<file path="src/rtl/flag_pwm.sv">
// PWM generator advanced by an upstream tick enable, with a double-buffered
// period/duty config that takes effect only at period boundaries.
module flag_pwm #(
    parameter int CNT_W      = 8,
    parameter int DEF_PERIOD = 10,
    parameter int DEF_DUTY   = 5
) (
    input  logic             sys_clk,
    input  logic             sys_rst,
    input  logic             clk_flag,
    input  logic             run,
    input  logic             cfg_valid,
    input  logic [CNT_W-1:0] cfg_period,
    input  logic [CNT_W-1:0] cfg_duty,
    output logic             cfg_ready,
    output logic             pwm_out,
    output logic             period_done
);

    typedef enum logic [1:0] {
        IDLE = 2'd0,
        RUN  = 2'd1,
        STOP = 2'd2
    } state_t;

    localparam logic [CNT_W-1:0] CNT_ONE = CNT_W'(1);

    state_t           state;
    logic [CNT_W-1:0] cnt;
    logic [CNT_W-1:0] per_act;
    logic [CNT_W-1:0] duty_act;
    logic [CNT_W-1:0] per_pend;
    logic [CNT_W-1:0] duty_pend;
    logic             pend;

    logic active;
    logic take;
    logic wrap;

    assign cfg_ready = !pend;
    assign take      = cfg_valid && !pend;
    assign active    = (state != IDLE);
    // per_act is never 0 while active, so per_act-1 cannot underflow here
    assign wrap      = active && clk_flag && (cnt == per_act - CNT_ONE);

    // NOTE: all state lives in this one block and uses non-blocking
    // assignments, so every branch reads the pre-edge values of cnt/pend.
    always_ff @(posedge sys_clk or posedge sys_rst) begin
        if (sys_rst) begin
            state       <= IDLE;
            cnt         <= '0;
            per_act     <= CNT_W'(DEF_PERIOD);
            duty_act    <= CNT_W'(DEF_DUTY);
            per_pend    <= '0;
            duty_pend   <= '0;
            pend        <= 1'b0;
            pwm_out     <= 1'b0;
            period_done <= 1'b0;
        end else begin
            pwm_out     <= active && (cnt < duty_act);
            period_done <= wrap;

            if (take) begin
                per_pend  <= cfg_period;
                duty_pend <= cfg_duty;
                pend      <= 1'b1;
            end

            case (state)
                IDLE: begin
                    // A waiting config is applied before any start decision
                    if (pend) begin
                        per_act  <= per_pend;
                        duty_act <= duty_pend;
                        pend     <= 1'b0;
                    end else if (run && per_act != '0) begin
                        state <= RUN;
                        cnt   <= '0;
                    end
                end
                RUN, STOP: begin
                    if (clk_flag) begin
                        cnt <= wrap ? '0 : cnt + CNT_ONE;
                    end
                    if (wrap && pend) begin
                        per_act  <= per_pend;
                        duty_act <= duty_pend;
                        pend     <= 1'b0;
                    end
                    if (state == RUN) begin
                        if (wrap && (!run || (pend && per_pend == '0))) begin
                            state <= IDLE;
                        end else if (!run) begin
                            state <= STOP;
                        end
                    end else begin
                        if (wrap) begin
                            state <= IDLE;
                        end else if (run) begin
                            state <= RUN;
                        end
                    end
                end
                default: state <= IDLE;
            endcase
        end
    end

endmodule

</file>
<file path="config.mk">
export PLATFORM = sky130hd
export DESIGN_NAME = flag_pwm
export DESIGN_NICKNAME = d
export VERILOG_FILES = /design/src/rtl/flag_pwm.sv
export SDC_FILE = /design/constraint.sdc
export NUM_CORES = 1
export LEC_CHECK = 0
export CORE_MARGIN = 2
export CORE_UTILIZATION = 59
export DETAILED_ROUTE_END_ITERATION = 12
export DONT_BUFFER_PORTS = 1
export PLACE_DENSITY_LB_ADDON = 0.2
export SLEW_MARGIN = 20
export SYNTH_ARGS = -nofsm -noshare
export SYNTH_HDL_FRONTEND = slang
export SYNTH_SLANG_ARGS = --single-unit
</file>
<file path="constraint.sdc">
create_clock -name sys_clk -period 3.3 [get_ports sys_clk]
set_input_delay 0.99 -clock sys_clk [delete_from_list [all_inputs] [get_ports sys_clk]]
set_output_delay 0.99 -clock sys_clk [all_outputs]
set_load 0.05 [all_outputs]
</file>
==> qor.yml, run 1 <==
floorplanning:
  die_h_um: 68.4
  coreArea_sq_um: 4000
  dieArea_sq_um: 4680
  rows: 23
  die_w_um: 68.4
  floorplan.initialDensity_pct: 61.2
  io_pins: 24
clock_network:
  hold_buffers: 0
  insertion_delay_ps: 290
  cts_setup_buffers: 0
  cts_inserted_buffers: 5
  ctsResizeCount: 0
  path_clk_slew_ps: 80
  h-tree-depth: 2
  clkSinkCount: 45
  cts_tree: "done"
  cts_max_path_buffers: 2
  cts_root_buf: "clkbuf_8"
pwr:
  p_leak_nw: 1.17
  p_per_area_nw_per_um2: 1010
  peakVddDrop_mv: 0.510
place:
  place_hpwl_um: 3390
  post_dp_cell_area_sq_um: 2500
  placement.io_buffers: 0
  gp_congestion: 0.831
timing:
  drv_slew: 0
  worst_pin_slew_ps: 695
  finalHoldViolations: 0
  max_freq_ghz: 0.336
  relSlewSlack_pct: 53.6
  post-route-period-util_pct: 90.1
  setup_viol: 0
  worst_hold_slack_ps: 502
  skew_ps: 7.53
  period_needed_ps: 2970
  rsz0062_at_grt: "false"
  finalSetupTns_ps: 0
finish:
  diodes: 0
  design_area_sq_um: 2590
  drive_above_1_share_pct: 25.8
  final_common_cell: "dfrtp_1"
  most-common-layout-cells: "41 x dfrtp_1, 25 x mux2_2, 14 x inv_1, 14 x ha_1"
  fillers: 321
  area_growth_pct: 5.62
  nets: 247
synthesis:
  avgSynthCellArea_sq_um: 11.9
  yosysTopAreaCell: "dfrtp_1"
  synthDistinctLibCells: 40
  netlist_instances: 206
  synth_area_sq_um: 2450
  synth_nets: 241
  ys_seq_elements: 45
  ys_warn_count: 0
  synth_edf_count: 0
  ys_async_sr_fraction_pct: 100
  synthTopCellsByArea: "dfrtp_1 42%, mux2_2 11%, ha_1 7.2%"
  ys_seq_area_share_pct: 46.2
  synth_top_area_share_pct: 41.9
  ys_dominant_reg_cell: "dfrtp_1"
detailed_routing:
  viasPerCell: 5.85
  drc: 0
  routed_wirelength_um: 4410
  via_count: 1539
  firstDrtPassIters: 4
  drt_iter0_drc: 109
  ant_nets: 0
  wl_per_cell_um: 16.8
setup_path:
  critical_path_class: "reg2reg"
  crit_path_end_kind: "register"
  critPathMaxFanout: 17
  worstSetupStartpointType: "register"
  cp.arrival_ps: 3160
  required_ps: 3480
flow_run:
  maxCapViolCount: 0
global_routing:
  grt_antenna_before_repair: 0
  grt_start_max_net_pins: 35
  grt_usage_pct: 22.3
  grt_overflow: 0
  grt_pass1_vias: 1628
  grt_pass1_wl_um: 7600
hold_path:
  hp-class: "reg2reg"
status:
  status: "finished clean"
-- cell families after synthesis --
group                    after synthesis  share of synthesized area (%)
AND/OR/NAND/NOR                       54                           13.3
flip-flops                            45                           46.2
multiplexers                          34                           17.0
AO/OA/AOI/OAI                         27                           8.12
buffers and inverters                 19                           3.57
adder cells (fa/ha/maj)               14                           7.15
XOR/XNOR                              13                           4.65
-- area by class of cell --
class	count	area (sq um)	share of cell area [%]
timing repair buffer	3	22.5	0.870
tap	50	62.6	2.42
multi-input combinational	142	1230	47.6
sequential	45	1130	43.7
inverter	15	56.3	2.18
clock buffer	7	76.3	2.95
clock inverter	1	7.51	0.290
-- cell usage after synthesis (all sizes together) (2+ instances only) --
| library cell | count |
|---|---|
| nand2 | 9 |
| nor3 | 5 |
| mux2 | 34 |
| inv | 15 |
| nand4b | 2 |
| o21ai | 9 |
| nor3b | 4 |
| nor2 | 8 |
| dfrtp | 41 |
| a21o | 5 |
| clkbuf | 3 |
| nor4 | 5 |
| xor2 | 5 |
| a21oi | 4 |
| ha | 14 |
| nor4b | 2 |
| o22a | 2 |
| dfstp | 4 |
| nand2b | 2 |
| nor2b | 6 |
| nand3 | 6 |
| xnor2 | 8 |
-- worst max-delay path: stages, from the launching register on --
cell and delay [ps]:
dfstp_2 560, inv_1 80, ha_1 220, nor2b_1 170
or4b_4 560, a311oi_4 400, a21oi_2 130, nor2_4 80
buf_4 280, mux2_2 370
-- state kept, by name, indices dropped and copies added, names as in the netlist --
name	cells
period_done	1
pwm_out	1
per_pend	8
state	2
duty_pend	8
per_act	8
cnt	8
duty_act	8
pend	1
-- where the power goes --
part / switching (mW) / internal [mW] / total, mW / leakage [nW]
clock network: 0.176 / 0.150 / 0.326 / 0.0385
logic: 0.552 / 0.658 / 1.21 / 0.591
registers: 0.253 / 0.824 / 1.08 / 0.538
total: 0.981 / 1.63 / 2.61 / 1.17
-- metal layers --
metal	wire (um)	vias to the layer above	share of wire, %	GRT usage, %
met1	2000	772	45	28.1
met4	66	0	1.5	7.50
met5	0	-	0	0
met3	145	8	3.3	5.92
li1	-	735	-	-
met2	2200	24	50	37.1
-- worst paths after layout --
kind	from	end	slack, ps	depth (start not counted)
max in group asynchronous	sys_rst	per_act[3]	1910	2
hold reg to reg	duty_pend[3]	duty_act[3]	500	1
setup / recovery	per_act[1]	per_act[0]	330	9
hold / removal	duty_pend[3]	duty_act[3]	500	1
setup reg to reg	per_act[1]	per_act[0]	330	9
min in group asynchronous	sys_rst	duty_act[3]	680	1
-- stage by stage --
step           util (%)  setup slack (ps)  cells  total power [mW]
3_3_place_gp       62.6               476    255              2.22
2_1_floorplan         -               578    206              2.08
3_5_place_dp       62.6               352    255              2.30
6_report           64.7               326    263              2.61
4_1_cts            64.7               337    263              2.63
5_1_grt            64.7               182    263              2.82
Power figures use the tool's default switching activity.
==> run 2, diff against run 1 <==
--- a/config.mk
+++ b/config.mk
@@ -6,9 +6,8 @@
 export NUM_CORES = 1
 export LEC_CHECK = 0
 export CORE_MARGIN = 2
-export CORE_UTILIZATION = 59
+export CORE_UTILIZATION = 57
 export DETAILED_ROUTE_END_ITERATION = 12
-export DONT_BUFFER_PORTS = 1
 export PLACE_DENSITY_LB_ADDON = 0.2
 export SLEW_MARGIN = 20
 export SYNTH_ARGS = -nofsm -noshare
==> qor.yml, run 2 (synthesized netlist as in run 1, its figures left out) <==
pwr:
  power_frac_clock_pct: 12.4  # was 12.5%
  combPwrFrac_pct: 48.8  # was 46.3%
  p_int_mw: 1.71  # was 1.63 mW
  seq_power_share_pct: 38.8  # was 41.2%
  peakVddDrop_mv: 0.457  # was 0.510 mV
  p_sw_share_pct: 37.4  # was 37.5%
  p_per_area_nw_per_um2: 953  # was 1010 nW/um^2
  p_leak_nw: 1.28  # was 1.17 nW
  p_switching_mw: 1.02  # was 0.981 mW
setup_path:
  worstSetupStartpointType: "primary input"  # was register
  cp.arrival_ps: 2990  # was 3160 ps
  required_ps: 3480  # about the same
  critical_path_class: "in2reg"  # was reg2reg
  rr_worst_depth: 9  # unchanged
  rrSetupSlack_ps: 490  # was 330 ps
  crit_path_end_kind: "register"  # unchanged
  cp-startpoint: "clk_flag"  # was per_act[1]
  cp-endpoint: "state[0]"  # was per_act[0]
  critPathMaxFanout: 4  # was 17
  r2r-end: "state[0]"  # was per_act[0]
  reg2reg_from: "per_act[1]"  # unchanged
timing:
  skew_ps: 4.95  # was 7.53 ps
  rsz0062_at_grt: "false"  # unchanged
  worst_hold_slack_ps: 509  # was 502 ps
  post-route-period-util_pct: 85.2  # was 90.1%
  max_freq_ghz: 0.356  # was 0.336 GHz
  worst_pin_slew_ps: 606  # was 695 ps
  finalHoldViolations: 0  # unchanged
  drv_slew: 0  # unchanged
  period_needed_ps: 2810  # was 2970 ps
  setup_viol: 0  # unchanged
  relSlewSlack_pct: 59.3  # was 53.6%
  finalSetupTns_ps: 0  # unchanged
detailed_routing:
  firstDrtPassIters: 4  # unchanged
  drt_iter0_drc: 131  # was 109
  viasPerCell: 5.80  # was 5.85
  via_count: 1676  # was 1539
  wl_per_cell_um: 16.0  # was 16.8 um
  ant_nets: 0  # unchanged
  routed_wirelength_um: 4620  # was 4410 um
  drc: 0  # unchanged
finish:
  drive_above_1_share_pct: 24.7  # was 25.8%
  nets: 273  # was 247
  area_growth_pct: 16.7  # was 5.62%
  final_common_cell: "dfrtp_1"  # unchanged
  design_area_sq_um: 2860  # was 2590 sq um
  fillers: 290  # was 321
  most-common-layout-cells: "41 x dfrtp_1, 25 x mux2_2, 23 x clkdlybuf4s50_1"  # was 41 x dfrtp_1, 25 x mux2_2, 14 x inv_1, 14 x ha_1
  diodes: 0  # unchanged
  final_core_util_pct: 70.5  # was 64.7%
global_routing:
  grt_start_max_net_pins: 19  # was 35
  grt_overflow: 0  # unchanged
  grt_antenna_before_repair: 0  # unchanged
  grt_pass1_vias: 1826  # was 1628
  grt_usage_pct: 21.4  # was 22.3%
  grt_pass1_wl_um: 8270  # was 7600 um
floorplanning:
  rows: 23  # unchanged
  coreArea_sq_um: 4060  # was 4000 sq um
  io_pins: 24  # unchanged
  floorplan.initialDensity_pct: 60.4  # was 61.2%
  die_w_um: 69.6  # was 68.4 um
  die_h_um: 69.6  # was 68.4 um
  dieArea_sq_um: 4840  # was 4680 sq um
clock_network:
  cts_tree: "done"  # unchanged
  path_clk_slew_ps: 90  # was 80 ps
  clkSinkCount: 45  # unchanged
  hold_buffers: 0  # unchanged
  cts_max_path_buffers: 2  # unchanged
  ctsResizeCount: 0  # unchanged
  h-tree-depth: 2  # unchanged
  cts_setup_buffers: 0  # unchanged
  cts_root_buf: "clkbuf_8"  # unchanged
  cts_inserted_buffers: 5  # unchanged
  insertion_delay_ps: 290  # about the same
place:
  place_hpwl_um: 3630  # was 3390 um
  placement.io_buffers: 23  # was 0
  gp_congestion: 0.851  # was 0.831
  post_dp_cell_area_sq_um: 2770  # was 2500 sq um
status:
  status: "finished clean"  # unchanged
hold_path:
  hp-class: "reg2reg"  # unchanged
flow_run:
  maxCapViolCount: 0  # unchanged
==> run 2: cell types whose count changed in the layout (fill, tap and decap cells not counted), sizes merged <==
cell           previous run  this run
clkbuf                    7         5
clkinv                    0         2
clkdlybuf4s50             0        23
buf                       3         6
==> run 2: cell type report <==
| type | instances | area (sq um) | share of cell area, % |
|---|---|---|---|
| multi-input combinational | 142 | 1230 | 43.1 |
| sequential | 45 | 1130 | 39.6 |
| timing repair buffer | 29 | 288 | 10.1 |
| clock buffer | 5 | 68.8 | 2.41 |
| tap | 50 | 62.6 | 2.19 |
| inverter | 15 | 56.3 | 1.97 |
| clock inverter | 3 | 21.3 | 0.744 |
==> run 2: per-stage QoR <==
step	std cells	worst slack (ps)	total power [mW]
floorplan	206	578	2.08
global placement	281	266	2.31
detailed placement	281	172	2.40
CTS	289	476	2.75
global route	289	330	2.94
finish	289	488	2.73
==> run 2: metal layers <==
layer | part of all wire, % | track usage [%]
met4 | 2.3 | 9.80
met5 | 0 | 0
met1 | 45 | 26.3
met2 | 49 | 36.2
met3 | 3.8 | 4.22
==> run 2: power by group through the flow <==
stage | Clock, mW | Combinational [mW] | Sequential, mW
4_1_cts | 0.350 | 1.34 | 1.06
3_3_place_gp | 0 | 1.26 | 1.05
5_1_grt | 0.376 | 1.47 | 1.10
6_report | 0.337 | 1.33 | 1.06
3_5_place_dp | 0 | 1.33 | 1.07
2_1_floorplan | 0 | 1.07 | 1.01
==> run 2: worst min path at each step <==
stage                       startpoint           end  slack (ps)  cells past startpoint
after detailed placement  duty_pend[3]   duty_act[3]         490                      1
final                     duty_pend[3]   duty_act[3]         510                      1
after global placement    duty_pend[3]   duty_act[3]         490                      1
after CTS                 duty_pend[3]   duty_act[3]         510                      1
after global routing      duty_pend[5]   duty_act[5]         530                      1
after floorplan           duty_pend[6]  duty_pend[6]         470                      1
==> run 2: critical path, stage by stage <==
cell	delay [ps]
clkdlybuf4s50_1	500
nor4b_1	260
nand4_1	190
a311oi_4	290
buf_4	190
nor2b_1	150
o21ai_0	130
mux2_2	300
